==> src/rtl/parking_pkg.sv <==
// Shared types and constants for the parking gate sequencer and its bench.
package parking_pkg;

  typedef enum logic [2:0] {
    ST_IDLE   = 3'd0,
    ST_LOOKUP = 3'd1,
    ST_OFFER  = 3'd2,
    ST_COMMIT = 3'd3,
    ST_DONE   = 3'd4,
    ST_GATE   = 3'd5
  } state_e;

  typedef enum logic [1:0] {
    MODE_ENTER = 2'd0,
    MODE_EXIT  = 2'd1,
    MODE_IDLE  = 2'd2
  } mode_e;

  typedef enum logic [1:0] {
    ACT_NONE   = 2'd0,
    ACT_ALT    = 2'd1,
    ACT_CHOSEN = 2'd2,
    ACT_EXIT   = 2'd3
  } action_e;

  typedef enum logic [2:0] {
    RES_NONE     = 3'd0,
    RES_INVALID  = 3'd1,
    RES_SPECIAL  = 3'd2,
    RES_CHOSEN   = 3'd3,
    RES_ALT      = 3'd4,
    RES_DECLINED = 3'd5,
    RES_FULL     = 3'd6,
    RES_EXITED   = 3'd7
  } result_e;

  typedef enum logic {
    LANE_ENT  = 1'b0,
    LANE_EXIT = 1'b1
  } lane_e;

  localparam int unsigned ID_W = 28;
  localparam logic [19:0] ID_PREFIX = 20'h20230;

  // Site IDs share a fixed 20-bit prefix; only the low byte varies per card.
  function automatic logic id_has_prefix(input logic [ID_W-1:0] id);
    return (id[ID_W-1:8] == ID_PREFIX);
  endfunction

endpackage

==> src/rtl/parking_gate_sequencer_if.sv <==
// Lane, driver and bookkeeping signals of the gate sequencer, grouped per side.
interface parking_gate_sequencer_if;

  logic        ent_req;
  logic [27:0] ent_id;
  logic        ent_flr;
  logic        exit_req;
  logic [27:0] exit_id;
  logic        alt_accept;
  logic        alt_reject;
  logic        fl_id_valid;
  logic        fl_id_special;
  logic        fl_chosen_full;
  logic        fl_alt_full;
  logic [27:0] fl_id;
  logic [1:0]  fl_mode;
  logic        fl_chosen_flr;
  logic [1:0]  fl_action;
  logic        ent_ack;
  logic        exit_ack;
  logic        ent_gate_open;
  logic        exit_gate_open;
  logic        offer_alt;
  logic        result_valid;
  logic [2:0]  result_code;
  logic        busy;

  modport slave (
    input  ent_req, ent_id, ent_flr, exit_req, exit_id, alt_accept, alt_reject,
           fl_id_valid, fl_id_special, fl_chosen_full, fl_alt_full,
    output fl_id, fl_mode, fl_chosen_flr, fl_action, ent_ack, exit_ack,
           ent_gate_open, exit_gate_open, offer_alt, result_valid, result_code, busy
  );

  modport master (
    output ent_req, ent_id, ent_flr, exit_req, exit_id, alt_accept, alt_reject,
           fl_id_valid, fl_id_special, fl_chosen_full, fl_alt_full,
    input  fl_id, fl_mode, fl_chosen_flr, fl_action, ent_ack, exit_ack,
           ent_gate_open, exit_gate_open, offer_alt, result_valid, result_code, busy
  );

endinterface

==> src/rtl/parking_lane_arb.sv <==
// Two-lane round-robin arbiter; a grant is only issued while the sequencer is idle.
module parking_lane_arb
  import parking_pkg::*;
(
  input  logic clk_i,
  input  logic rst_ni,
  input  logic req_ent_i,
  input  logic req_exit_i,
  input  logic accept_i,
  output logic grant_ent_o,
  output logic grant_exit_o
);

  lane_e last_q;
  lane_e last_d;

  // Grant selection; on contention the lane not served last wins.
  always_comb begin
    grant_ent_o  = 1'b0;
    grant_exit_o = 1'b0;
    if (accept_i && req_ent_i && req_exit_i) begin
      if (last_q == LANE_EXIT) begin
        grant_ent_o = 1'b1;
      end else begin
        grant_exit_o = 1'b1;
      end
    end else if (accept_i && req_ent_i) begin
      grant_ent_o = 1'b1;
    end else if (accept_i && req_exit_i) begin
      grant_exit_o = 1'b1;
    end else begin
      grant_ent_o  = 1'b0;
      grant_exit_o = 1'b0;
    end

    if (grant_ent_o) begin
      last_d = LANE_ENT;
    end else if (grant_exit_o) begin
      last_d = LANE_EXIT;
    end else begin
      last_d = last_q;
    end
  end

  // Last-grant register; reset as exit so entry wins the first tie.
  always_ff @(posedge clk_i or negedge rst_ni) begin
    if (!rst_ni) begin
      last_q <= LANE_EXIT;
    end else begin
      last_q <= last_d;
    end
  end

endmodule

==> src/rtl/parking_gate_sequencer.sv <==
// Sequences entry/exit lanes onto the shared bookkeeping block: lookup, optional
// alternative-floor offer, single commit pulse, then a timed gate-open window.
module parking_gate_sequencer
  import parking_pkg::*;
#(
  parameter int GATE_OPEN_CYCLES = 8,
  parameter int OFFER_TIMEOUT    = 16
) (
  input  logic                     CLK,
  input  logic                     RST_N,
  parking_gate_sequencer_if.slave  bus
);

  localparam int OFR_W  = $clog2(OFFER_TIMEOUT + 1);
  localparam int GATE_W = $clog2(GATE_OPEN_CYCLES + 1);
  localparam logic [OFR_W-1:0]  OFR_LAST  = OFR_W'(OFFER_TIMEOUT - 1);
  localparam logic [GATE_W-1:0] GATE_LOAD = GATE_W'(GATE_OPEN_CYCLES - 1);

  state_e             state_q, state_d;
  logic [OFR_W-1:0]   ofr_cnt_q, ofr_cnt_d;
  logic [GATE_W-1:0]  gate_cnt_q, gate_cnt_d;
  lane_e              lane_q, lane_d;
  logic [ID_W-1:0]    fl_id_q, fl_id_d;
  logic [1:0]         fl_mode_q, fl_mode_d;
  logic               fl_flr_q, fl_flr_d;
  logic [1:0]         fl_action_q, fl_action_d;
  logic [2:0]         result_code_q, result_code_d;
  logic               ent_ack_q, ent_ack_d;
  logic               exit_ack_q, exit_ack_d;
  logic               ent_gate_q, exit_gate_q, offer_q, result_valid_q, busy_q;
  logic               grant_ent_s, grant_exit_s;

  parking_lane_arb u_arb (
    .clk_i        (CLK),
    .rst_ni       (RST_N),
    .req_ent_i    (bus.ent_req),
    .req_exit_i   (bus.exit_req),
    .accept_i     (state_q == ST_IDLE),
    .grant_ent_o  (grant_ent_s),
    .grant_exit_o (grant_exit_s)
  );

  // Next-state and next-output logic.
  always_comb begin
    state_d       = state_q;
    ofr_cnt_d     = ofr_cnt_q;
    gate_cnt_d    = gate_cnt_q;
    lane_d        = lane_q;
    fl_id_d       = fl_id_q;
    fl_mode_d     = fl_mode_q;
    fl_flr_d      = fl_flr_q;
    fl_action_d   = ACT_NONE;
    result_code_d = RES_NONE;
    ent_ack_d     = 1'b0;
    exit_ack_d    = 1'b0;
    case (state_q)
      ST_IDLE: begin
        if (grant_ent_s) begin
          ent_ack_d = 1'b1;
          lane_d    = LANE_ENT;
          fl_id_d   = bus.ent_id;
          fl_mode_d = MODE_ENTER;
          fl_flr_d  = bus.ent_flr;
          state_d   = ST_LOOKUP;
        end else if (grant_exit_s) begin
          exit_ack_d = 1'b1;
          lane_d     = LANE_EXIT;
          fl_id_d    = bus.exit_id;
          fl_mode_d  = MODE_EXIT;
          fl_flr_d   = 1'b0;
          state_d    = ST_LOOKUP;
        end else begin
          fl_mode_d = MODE_IDLE;
        end
      end
      ST_LOOKUP: begin
        if (bus.fl_id_special) begin
          state_d       = ST_COMMIT;
          result_code_d = RES_SPECIAL;
        end else if (lane_q == LANE_EXIT) begin
          if (bus.fl_id_valid) begin
            state_d       = ST_COMMIT;
            fl_action_d   = ACT_EXIT;
            result_code_d = RES_EXITED;
          end else begin
            state_d       = ST_DONE;
            result_code_d = RES_INVALID;
          end
        end else if (!bus.fl_id_valid) begin
          state_d       = ST_DONE;
          result_code_d = RES_INVALID;
        end else if (!bus.fl_chosen_full) begin
          state_d       = ST_COMMIT;
          fl_action_d   = ACT_CHOSEN;
          result_code_d = RES_CHOSEN;
        end else if (!bus.fl_alt_full) begin
          state_d   = ST_OFFER;
          ofr_cnt_d = '0;
        end else begin
          state_d       = ST_DONE;
          result_code_d = RES_FULL;
        end
      end
      ST_OFFER: begin
        // Reject is checked first so a simultaneous answer is treated as a decline.
        if (bus.alt_reject) begin
          state_d       = ST_DONE;
          result_code_d = RES_DECLINED;
        end else if (bus.alt_accept) begin
          state_d       = ST_COMMIT;
          fl_action_d   = ACT_ALT;
          result_code_d = RES_ALT;
        end else if (ofr_cnt_q == OFR_LAST) begin
          state_d       = ST_DONE;
          result_code_d = RES_DECLINED;
        end else begin
          ofr_cnt_d = ofr_cnt_q + OFR_W'(1);
        end
      end
      ST_COMMIT: begin
        state_d    = ST_GATE;
        gate_cnt_d = GATE_LOAD;
      end
      ST_DONE: begin
        state_d   = ST_IDLE;
        fl_mode_d = MODE_IDLE;
      end
      ST_GATE: begin
        if (gate_cnt_q == '0) begin
          state_d   = ST_IDLE;
          fl_mode_d = MODE_IDLE;
        end else begin
          gate_cnt_d = gate_cnt_q - GATE_W'(1);
        end
      end
      default: begin
        state_d   = ST_IDLE;
        fl_mode_d = MODE_IDLE;
      end
    endcase
  end

  // State, counters and registered outputs; reset closes gates and drops any offer.
  always_ff @(posedge CLK or negedge RST_N) begin
    if (!RST_N) begin
      state_q        <= ST_IDLE;
      ofr_cnt_q      <= '0;
      gate_cnt_q     <= '0;
      lane_q         <= LANE_ENT;
      fl_id_q        <= '0;
      fl_mode_q      <= MODE_IDLE;
      fl_flr_q       <= 1'b0;
      fl_action_q    <= ACT_NONE;
      result_code_q  <= RES_NONE;
      ent_ack_q      <= 1'b0;
      exit_ack_q     <= 1'b0;
      ent_gate_q     <= 1'b0;
      exit_gate_q    <= 1'b0;
      offer_q        <= 1'b0;
      result_valid_q <= 1'b0;
      busy_q         <= 1'b0;
    end else begin
      state_q        <= state_d;
      ofr_cnt_q      <= ofr_cnt_d;
      gate_cnt_q     <= gate_cnt_d;
      lane_q         <= lane_d;
      fl_id_q        <= fl_id_d;
      fl_mode_q      <= fl_mode_d;
      fl_flr_q       <= fl_flr_d;
      fl_action_q    <= fl_action_d;
      result_code_q  <= result_code_d;
      ent_ack_q      <= ent_ack_d;
      exit_ack_q     <= exit_ack_d;
      ent_gate_q     <= (state_d == ST_GATE) && (lane_d == LANE_ENT);
      exit_gate_q    <= (state_d == ST_GATE) && (lane_d == LANE_EXIT);
      offer_q        <= (state_d == ST_OFFER);
      result_valid_q <= (state_d == ST_COMMIT) || (state_d == ST_DONE);
      busy_q         <= (state_d != ST_IDLE);
    end
  end

  assign bus.fl_id          = fl_id_q;
  assign bus.fl_mode        = fl_mode_q;
  assign bus.fl_chosen_flr  = fl_flr_q;
  assign bus.fl_action      = fl_action_q;
  assign bus.ent_ack        = ent_ack_q;
  assign bus.exit_ack       = exit_ack_q;
  assign bus.ent_gate_open  = ent_gate_q;
  assign bus.exit_gate_open = exit_gate_q;
  assign bus.offer_alt      = offer_q;
  assign bus.result_valid   = result_valid_q;
  assign bus.result_code    = result_code_q;
  assign bus.busy           = busy_q;

endmodule

==> src/flat_wrapper.sv <==
// flat-port wrapper written by rule: the top's interface ports become plain ports
module parking_gate_sequencer_flat import parking_pkg::*;
#(
  parameter int GATE_OPEN_CYCLES = 8,
  parameter int OFFER_TIMEOUT    = 16
)
  (CLK, RST_N, bus_ent_req, bus_ent_id, bus_ent_flr, bus_exit_req, bus_exit_id, bus_alt_accept, bus_alt_reject, bus_fl_id_valid, bus_fl_id_special, bus_fl_chosen_full, bus_fl_alt_full, bus_fl_id, bus_fl_mode, bus_fl_chosen_flr, bus_fl_action, bus_ent_ack, bus_exit_ack, bus_ent_gate_open, bus_exit_gate_open, bus_offer_alt, bus_result_valid, bus_result_code, bus_busy);
  parking_gate_sequencer_if bus_i ();
  input  logic CLK;
  input  logic RST_N;
  input wire logic [$bits(bus_i.ent_req)-1:0] bus_ent_req;
  input wire logic [$bits(bus_i.ent_id)-1:0] bus_ent_id;
  input wire logic [$bits(bus_i.ent_flr)-1:0] bus_ent_flr;
  input wire logic [$bits(bus_i.exit_req)-1:0] bus_exit_req;
  input wire logic [$bits(bus_i.exit_id)-1:0] bus_exit_id;
  input wire logic [$bits(bus_i.alt_accept)-1:0] bus_alt_accept;
  input wire logic [$bits(bus_i.alt_reject)-1:0] bus_alt_reject;
  input wire logic [$bits(bus_i.fl_id_valid)-1:0] bus_fl_id_valid;
  input wire logic [$bits(bus_i.fl_id_special)-1:0] bus_fl_id_special;
  input wire logic [$bits(bus_i.fl_chosen_full)-1:0] bus_fl_chosen_full;
  input wire logic [$bits(bus_i.fl_alt_full)-1:0] bus_fl_alt_full;
  output wire logic [$bits(bus_i.fl_id)-1:0] bus_fl_id;
  output wire logic [$bits(bus_i.fl_mode)-1:0] bus_fl_mode;
  output wire logic [$bits(bus_i.fl_chosen_flr)-1:0] bus_fl_chosen_flr;
  output wire logic [$bits(bus_i.fl_action)-1:0] bus_fl_action;
  output wire logic [$bits(bus_i.ent_ack)-1:0] bus_ent_ack;
  output wire logic [$bits(bus_i.exit_ack)-1:0] bus_exit_ack;
  output wire logic [$bits(bus_i.ent_gate_open)-1:0] bus_ent_gate_open;
  output wire logic [$bits(bus_i.exit_gate_open)-1:0] bus_exit_gate_open;
  output wire logic [$bits(bus_i.offer_alt)-1:0] bus_offer_alt;
  output wire logic [$bits(bus_i.result_valid)-1:0] bus_result_valid;
  output wire logic [$bits(bus_i.result_code)-1:0] bus_result_code;
  output wire logic [$bits(bus_i.busy)-1:0] bus_busy;
  assign bus_i.ent_req = bus_ent_req;
  assign bus_i.ent_id = bus_ent_id;
  assign bus_i.ent_flr = bus_ent_flr;
  assign bus_i.exit_req = bus_exit_req;
  assign bus_i.exit_id = bus_exit_id;
  assign bus_i.alt_accept = bus_alt_accept;
  assign bus_i.alt_reject = bus_alt_reject;
  assign bus_i.fl_id_valid = bus_fl_id_valid;
  assign bus_i.fl_id_special = bus_fl_id_special;
  assign bus_i.fl_chosen_full = bus_fl_chosen_full;
  assign bus_i.fl_alt_full = bus_fl_alt_full;
  assign bus_fl_id = bus_i.fl_id;
  assign bus_fl_mode = bus_i.fl_mode;
  assign bus_fl_chosen_flr = bus_i.fl_chosen_flr;
  assign bus_fl_action = bus_i.fl_action;
  assign bus_ent_ack = bus_i.ent_ack;
  assign bus_exit_ack = bus_i.exit_ack;
  assign bus_ent_gate_open = bus_i.ent_gate_open;
  assign bus_exit_gate_open = bus_i.exit_gate_open;
  assign bus_offer_alt = bus_i.offer_alt;
  assign bus_result_valid = bus_i.result_valid;
  assign bus_result_code = bus_i.result_code;
  assign bus_busy = bus_i.busy;
  parking_gate_sequencer #(.GATE_OPEN_CYCLES(GATE_OPEN_CYCLES), .OFFER_TIMEOUT(OFFER_TIMEOUT)) u_core (.CLK(CLK), .RST_N(RST_N), .bus(bus_i));
endmodule
==> config.mk <==
export PLATFORM = sky130hd
export DESIGN_NAME = parking_gate_sequencer_flat
export DESIGN_NICKNAME = d
export VERILOG_FILES = /design/src/rtl/parking_pkg.sv /design/src/rtl/parking_gate_sequencer_if.sv /design/src/rtl/parking_lane_arb.sv /design/src/rtl/parking_gate_sequencer.sv /design/src/flat_wrapper.sv
export SDC_FILE = /design/constraint.sdc
export NUM_CORES = 1
export LEC_CHECK = 0
export CORE_AREA = 2 2 79 81
export CTS_CLUSTER_SIZE = 8
export DETAILED_ROUTE_END_ITERATION = 10
export DIE_AREA = 0 0 81 83
export GPL_ROUTABILITY_DRIVEN = 0
export PLACE_DENSITY = 0.9
export SYNTH_ARGS = -nofsm -noshare
export SYNTH_HDL_FRONTEND = slang
export SYNTH_SLANG_ARGS = --single-unit
==> constraint.sdc <==
create_clock -name CLK -period 3.9 [get_ports CLK]
set_input_delay 1.17 -clock CLK [delete_from_list [all_inputs] [get_ports CLK]]
set_output_delay 1.17 -clock CLK [all_outputs]
set_load 0.02 [all_outputs]
==> results of run 1 <==
[synth_stat cells (all sizes together) (2+ instances only)]
cell type and number:
and2 2, nand2 68, xor2 2, nor2 31, nand3b 2, o21ai 6, a21oi 9, dfrtp 55
inv 14, a31oi 28, nor2b 3, o22ai 2, or4 3, o31ai 4, buf 2, dfstp 2
clkbuf 11, ha 3, nor3 5, nand3 4, and3 2, nand2b 6
[sequential cells by signal, indices dropped and copies added (netlist names), 2 cells and up]
signal / count
u_core.bus.fl_action: 2
u_core.bus.fl_id: 28
u_core.bus.fl_mode: 2
u_core.bus.result_code: 3
u_core.gate_cnt_q: 4
u_core.ofr_cnt_q: 5
u_core.state_q: 3
[power by group]
part / switching [mW] / internal [mW]
combinational: 0.780 / 0.672
sequential: 0.157 / 0.875
clock: 0.204 / 0.236
total: 1.14 / 1.78
[path summary, 6_finish.rpt]
kind	depth (start not counted)	to	slack [ps]	from
max in group asynchronous	2	u_core.u_arb.last_q	2160	RST_N
max	6	u_core.ofr_cnt_q[3]	980	bus_ent_req
min in group asynchronous	1	u_core.ofr_cnt_q[4]	890	RST_N
max reg2reg	7	u_core.ofr_cnt_q[3]	1650	u_core.ofr_cnt_q[0]
min	2	u_core.bus.fl_mode[1]	480	u_core.bus.fl_mode[1]
min reg2reg	2	u_core.bus.fl_mode[1]	480	u_core.bus.fl_mode[1]
[cells in the final DEF, fill, tap and decap left out, types with 2 or more instances in the layout]
master / synthesis / layout
sky130_fd_sc_hd__a21oi_1: 9 / 9
sky130_fd_sc_hd__a31oi_1: 28 / 28
sky130_fd_sc_hd__buf_4: 0 / 4
sky130_fd_sc_hd__clkbuf_1: 11 / 2
sky130_fd_sc_hd__clkbuf_8: 0 / 10
sky130_fd_sc_hd__clkdlybuf4s50_1: 0 / 108
sky130_fd_sc_hd__dfrtp_1: 55 / 55
sky130_fd_sc_hd__dfstp_2: 2 / 2
sky130_fd_sc_hd__ha_1: 3 / 3
sky130_fd_sc_hd__inv_1: 13 / 13
sky130_fd_sc_hd__nand2_1: 68 / 68
sky130_fd_sc_hd__nand2b_1: 6 / 6
sky130_fd_sc_hd__nand3_1: 4 / 3
sky130_fd_sc_hd__nand3b_1: 2 / 2
sky130_fd_sc_hd__nor2_1: 31 / 31
sky130_fd_sc_hd__nor2b_1: 3 / 3
sky130_fd_sc_hd__nor3_1: 5 / 5
sky130_fd_sc_hd__o21ai_0: 6 / 6
sky130_fd_sc_hd__o22ai_1: 2 / 2
sky130_fd_sc_hd__o31ai_1: 4 / 4
sky130_fd_sc_hd__or4_1: 3 / 3
sky130_fd_sc_hd__xor2_1: 2 / 2
[kinds of logic after synthesis]
family                   after synthesis  share of synthesized area
AND/OR/NAND/NOR                      131                      0.225
flip-flops                            57                      0.561
multiplexers                           1                    0.00393
buffers and inverters                 27                     0.0428
XOR/XNOR                               2                    0.00688
AO/OA/AOI/OAI                         57                      0.145
adder cells (fa/ha/maj)                3                     0.0148
[metal layers]
layer,up-vias,wire [um],global-route usage
met5,-,0,0
met4,0,132,0.102
met3,14,480,0.0543
met2,98,3310,0.362
met1,1158,2660,0.242
li1,1168,-,-
[critical path: cells and delay by family]
family	cells	cell delay [ps]
buffers and inverters	1	450
and+or+nand+nor	2	830
AOI/OAI and AO/OA	3	710
[per-stage QoR]
stage,cell area (um2),total power [mW]
2_1_floorplan,2540,1.84
3_3_place_gp,3700,2.45
3_5_place_dp,3700,2.50
4_1_cts,3850,2.95
5_1_grt,3850,3.14
6_report,3850,2.92
[final cells by class]
type,count,area (um2),share of cell area
Clock buffer,12,145,0.0377
Tap cell,75,93.8,0.0244
Timing Repair Buffer,113,1120,0.290
Clock inverter,1,5.00,0.00130
Inverter,14,52.6,0.0136
Sequential cell,57,1430,0.371
Multi-Input combinational cell,194,1010,0.263
==> results.txt, run 1 <==
----------------------------------------------------
[Status]
  Result of the run ... completed

[Critical path]
  CP arrival ... 3160 ps
  Capturing element type of the critical path ... register
  Delay contributed by the slowest stage of the critical path ... 530 ps
  Type of origin of the critical path ... primary input
  CP Class ... in2reg
  Cell chain of the critical path ... clkdlybuf4s50_1, or2_2, a2bb2oi_1, o221ai_1, or4_1, a21oi_1
  Cell with the biggest individual delay on the critical path ... sky130_fd_sc_hd__or4_1
  Data required time of the worst path ... 4140 ps
  Top fanout value on the critical path ... 6

[Timing]
  Slew Viols, Final ... 0
  Clock period minus final worst setup slack ... 2920 ps
  Worst Clk Skew ... 3.93 ps
  Final hold violation count ... 0
  Endpoints failing setup ... 0
  Slew at the pin closest to its max-slew limit ... 687 ps
  Worst Setup Slack, final ... 981 ps
  Aggregate negative setup slack ... 0 ps
  Max Clk Rate ... 343 MHz
  Period utilization ... 0.748
  Min Hold Slack ... 484 ps
  Relative slew margins ... 0.542
  Setup repair after global routing missed its margin ... false

[Place]
  DP Cell Count ... 453
  Dpl hpwl ... 4870 um
  Port Buffers ... 109
  Pre-CTS setup slack ... 713 ps

[Logic synthesis]
  Synthesized Nets ... 348
  Mean cell area of the mapped netlist ... 9.15 um2
  Post-Syn Instances ... 278
  Top FF cell, synth ... sky130_fd_sc_hd__dfrtp_1
  EDFF count, synth ... 0
  Ranking of synthesized cells by area ... sky130_fd_sc_hd__dfrtp_1, sky130_fd_sc_hd__nand2_1, sky130_fd_sc_hd__a31oi_1
  Synth warnings ... 0
  Share of Yosys cell area claimed by the top area cell type ... 0.541
  Distinct cell type count after synthesis ... 40
  Biggest area consumer among synthesized cells ... sky130_fd_sc_hd__dfrtp_1
  Seq/Total Area, Yosys ... 0.561
  Flop and latch count out of synthesis ... 57
  Summed instance area of the synthesized netlist ... 2540 um2
  Async set-or-reset flop fraction in the synthesized netlist ... 1.00

[Routing]
  Initial DRC count ... 153
  Vias/cell ... 5.23
  Total wire length after detailed routing ... 6580 um
  DR DRC count ... 0
  Mean routed wirelength per cell ... 14.1 um
  Number of detailed-routing iterations run before antenna repair ... 4
  Vias ... 2438
  Remaining number of nets flagged by the antenna check after routing ... 0

[CTS]
  Clock tree from TritonCTS ... built
  Resized Gates After CTS ... 0
  Largest buffer count on any clock path ... 2
  Clock-pin slew reported for the worst setup and hold paths after clock tree synthesis ... 60 ps
  Clk Latency, worst-skew pair ... 320 ps
  Buffers inserted during post-CTS setup optimization ... 0
  CTS Root Cell ... sky130_fd_sc_hd__clkbuf_8
  Number of clock sinks ... 57
  Post-CTS Hold Buffers ... 0
  Number of buffers created by CTS ... 9
  Number of levels in the clock H-tree ... 3

[Run]
  Total of max-cap violations ... 0

[Hold path]
  Worst min path class ... reg2reg

[Final layout]
  Final core occ ... 0.663
  Diode insertion count for antenna repair ... 0
  Final cell count without fillers ... 466
  Fill cell instance count of the final layout ... 474
  Area Growth Syn to Fin ... 51.4%
  Fraction of final layout cells sized beyond drive strength 1 ... 0.0639
  Final nets ... 459

[Floorplanning]
  Number of core rows ... 28
  Core area ... 5820 um2
  Number of top-level pins ... 110
  Initial cell density of the core ... 0.438
  Chip Width ... 81 um
  Die span in y ... 83 um
  Full die area ... 6720 um2

[GRT]
  Total global routing overflow ... 0
  Global routing usage summed across all routing layers ... 0.212
  Via count of the first global-routing pass ... 2451
  First-pass GRT wire length ... 11000 um
  Initial antenna violation count ... 0
  Maximum number of pins on one net before global-route repair ... 37

[Power and ir drop]
  Max IR drop VDD ... 435 uV
  Total power density per cell area ... 759 nW/um2
  Static leakage ... 1.69 nW

----------------------------------------------------
Power figures use the tool's default switching activity.
==> run 2: changes to the inputs <==
--- a/config.mk
+++ b/config.mk
@@ -5,12 +5,12 @@
 export SDC_FILE = /design/constraint.sdc
 export NUM_CORES = 1
 export LEC_CHECK = 0
-export CORE_AREA = 2 2 79 81
+export CORE_AREA = 2 2 81 83
 export CTS_CLUSTER_SIZE = 8
 export DETAILED_ROUTE_END_ITERATION = 10
-export DIE_AREA = 0 0 81 83
+export DIE_AREA = 0 0 83 85
 export GPL_ROUTABILITY_DRIVEN = 0
-export PLACE_DENSITY = 0.9
+export PLACE_DENSITY = 0.87
 export SYNTH_ARGS = -nofsm -noshare
 export SYNTH_HDL_FRONTEND = slang
 export SYNTH_SLANG_ARGS = --single-unit
==> constraint.sdc (replaced) <==
create_clock -name CLK -period 3 [get_ports CLK]
set_input_delay 0.9 -clock CLK [delete_from_list [all_inputs] [get_ports CLK]]
set_output_delay 0.9 -clock CLK [all_outputs]
set_load 0.02 [all_outputs]
==> results.txt, run 2 (same netlist as run 1, synthesis figures left out) <==
----------------------------------------------------
[Routing]
  DR DRC count ... 0 (unchanged)
  Mean routed wirelength per cell ... 14.0 um (was 14.1 um)
  Initial DRC count ... 140 (was 153)
  Number of detailed-routing iterations run before antenna repair ... 4 (unchanged)
  Vias/cell ... 5.18 (was 5.23)
  Remaining number of nets flagged by the antenna check after routing ... 0 (unchanged)
  Total wire length after detailed routing ... 6600 um (was 6580 um)
  Vias ... 2446 (was 2438)

[GRT]
  Total global routing overflow ... 0 (unchanged)
  Initial antenna violation count ... 0 (unchanged)
  Via count of the first global-routing pass ... 2477 (was 2451)
  Global routing usage summed across all routing layers ... 0.193 (was 0.212)
  First-pass GRT wire length ... 10900 um (was 11000 um)
  Maximum number of pins on one net before global-route repair ... 33 (was 37)

[Hold path]
  End point of the most critical hold path ... u_core.bus.fl_mode[1] (unchanged)
  Worst min path class ... reg2reg (unchanged)
  Hold depth ... 2 (unchanged)
  Start point of the worst min-delay path ... u_core.bus.fl_mode[1] (unchanged)

[Floorplanning]
  Die span in y ... 85 um (was 83 um)
  Chip Width ... 83 um (was 81 um)
  Initial cell density of the core ... 0.410 (was 0.438)
  Number of core rows ... 29 (was 28)
  Number of top-level pins ... 110 (unchanged)
  Full die area ... 7060 um2 (was 6720 um2)
  Core area ... 6200 um2 (was 5820 um2)

[Timing]
  Endpoints failing setup ... 0 (unchanged)
  Setup repair after global routing missed its margin ... false (unchanged)
  Worst Clk Skew ... 5.00 ps (was 3.93 ps)
  Final hold violation count ... 0 (unchanged)
  Max Clk Rate ... 391 MHz
  Aggregate negative setup slack ... 0 ps (unchanged)
  Min Hold Slack ... 487 ps (was 484 ps)
  Slew Viols, Final ... 0 (unchanged)
  Worst Setup Slack, final ... 442 ps (was 981 ps)
  Relative slew margins ... 0.508 (was 0.542)
  Period utilization ... 0.853
  Clock period minus final worst setup slack ... 2560 ps
  Slew at the pin closest to its max-slew limit ... 739 ps (was 687 ps)

[Status]
  Result of the run ... completed (unchanged)

[Critical path]
  Cell chain of the critical path ... clkdlybuf4s50_1, or2_2, a2bb2oi_1, o221ai_1, or4_1, a21oi_1 (unchanged)
  Top fanout value on the critical path ... 6 (unchanged)
  CP Class ... in2reg (unchanged)
  Worst reg2reg path endpoint ... u_core.ofr_cnt_q[3] (unchanged)
  CP arrival ... 2800 ps (was 3160 ps)
  Slack of the worst reg-to-reg path ... 780 ps (was 1650 ps)
  Cell family with most CP delay ... simple AND/OR/NAND/NOR gates (unchanged)
  Worst reg2reg path depth ... 7 (unchanged)
  Startpoint of the lowest-slack register-to-register path ... u_core.ofr_cnt_q[0] (unchanged)
  Delay contributed by the slowest stage of the critical path ... 530 ps (about the same)
  Worst path buffer plus inverter count ... 1 (unchanged)
  Capturing element type of the critical path ... register (unchanged)
  Type of origin of the critical path ... primary input (unchanged)
  Data required time of the worst path ... 3240 ps (was 4140 ps)
  Cell with the biggest individual delay on the critical path ... sky130_fd_sc_hd__or4_1 (unchanged)

[CTS]
  Number of buffers created by CTS ... 9 (unchanged)
  Number of levels in the clock H-tree ... 3 (unchanged)
  Buffers inserted during post-CTS setup optimization ... 0 (unchanged)
  Resized Gates After CTS ... 0 (unchanged)
  Clock tree from TritonCTS ... built (unchanged)
  Number of clock sinks ... 57 (unchanged)
  CTS Root Cell ... sky130_fd_sc_hd__clkbuf_8 (unchanged)
  Largest buffer count on any clock path ... 2 (unchanged)
  Clock-pin slew reported for the worst setup and hold paths after clock tree synthesis ... 60 ps (about the same)
  Post-CTS Hold Buffers ... 0 (unchanged)
  Clk Latency, worst-skew pair ... 310 ps (was 320 ps)

[Final layout]
  Final nets ... 460 (was 459)
  Most frequent cells in the layout ... sky130_fd_sc_hd__clkdlybuf4s50_1, sky130_fd_sc_hd__nand2_1, sky130_fd_sc_hd__dfrtp_1 (unchanged)
  Most common cell after layout, fill and taps aside ... sky130_fd_sc_hd__clkdlybuf4s50_1 (unchanged)
  Area Growth Syn to Fin ... 55.1% (was 51.4%)
  Diode insertion count for antenna repair ... 0 (unchanged)
  Fraction of final layout cells sized beyond drive strength 1 ... 0.0734 (was 0.0639)
  Max FFs per register ... 28 (unchanged)

[Place]
  Port Buffers ... 109 (unchanged)
  Dpl hpwl ... 4990 um (was 4870 um)
  Pre-CTS setup slack ... 142 ps (was 713 ps)

[Power and ir drop]
  Total power density per cell area ... 1010 nW/um2 (was 759 nW/um2)
  Max IR drop VDD ... 515 uV (was 435 uV)
  Static leakage ... 1.73 nW (was 1.69 nW)

[Run]
  Total of max-cap violations ... 0 (unchanged)

----------------------------------------------------
run 2: metal layers:
layer | track usage | share of wire | wire length, um | vias to the layer above
li1 | - | - | - | 1174
met1 | 0.216 | 0.38 | 2520 | 1167
met2 | 0.342 | 0.53 | 3510 | 89
met3 | 0.0554 | 0.060 | 397 | 16
met4 | 0.0879 | 0.026 | 171 | 0
met5 | 0 | 0 | 0 | -
run 2: layout make-up:
type                            instances  area, um2
Sequential cell                        57       1430
Tap cell                               77       96.3
Multi-Input combinational cell        194       1010
Clock inverter                          2       35.0
Fill cell                             509       2260
Inverter                               14       52.6
Timing Repair Buffer                  114       1150
Clock buffer                           14        173
run 2: per-stage QoR:
stage          instances  cell area, um2  power (mW)   util
2_1_floorplan        278            2540        2.39      -
3_3_place_gp         456            3740        3.21  0.603
3_5_place_dp         456            3740        3.27  0.603
4_1_cts              472            3950        4.02  0.636
5_1_grt              472            3950        4.25  0.636
6_report             472            3950        3.97  0.636
run 2: how the worst max path moves through the flow:
stage                            start                   to  cells past startpoint
final                     bus_exit_req  u_core.ofr_cnt_q[3]                      6
after global routing      bus_exit_req  u_core.ofr_cnt_q[3]                      6
after CTS                 bus_exit_req  u_core.ofr_cnt_q[3]                      6
after detailed placement  bus_exit_req  u_core.ofr_cnt_q[3]                      6
after global placement    bus_exit_req  u_core.ofr_cnt_q[3]                      6
after floorplan           bus_exit_req  u_core.ofr_cnt_q[3]                      5
run 2: power breakdown:
| group | leakage (nW) | internal (mW) | total, mW | switching [mW] |
|---|---|---|---|---|
| clock | 0.107 | 0.451 | 0.722 | 0.271 |
| sequential | 0.696 | 1.14 | 1.35 | 0.211 |
| combinational | 0.926 | 0.889 | 1.91 | 1.02 |
| total | 1.73 | 2.48 | 3.97 | 1.50 |
run 2: worst min-delay path, cell delays in order (launching register included):
cell and delay (ps):
sky130_fd_sc_hd__dfstp_2 360, sky130_fd_sc_hd__inv_1 40, sky130_fd_sc_hd__o21ai_0 80
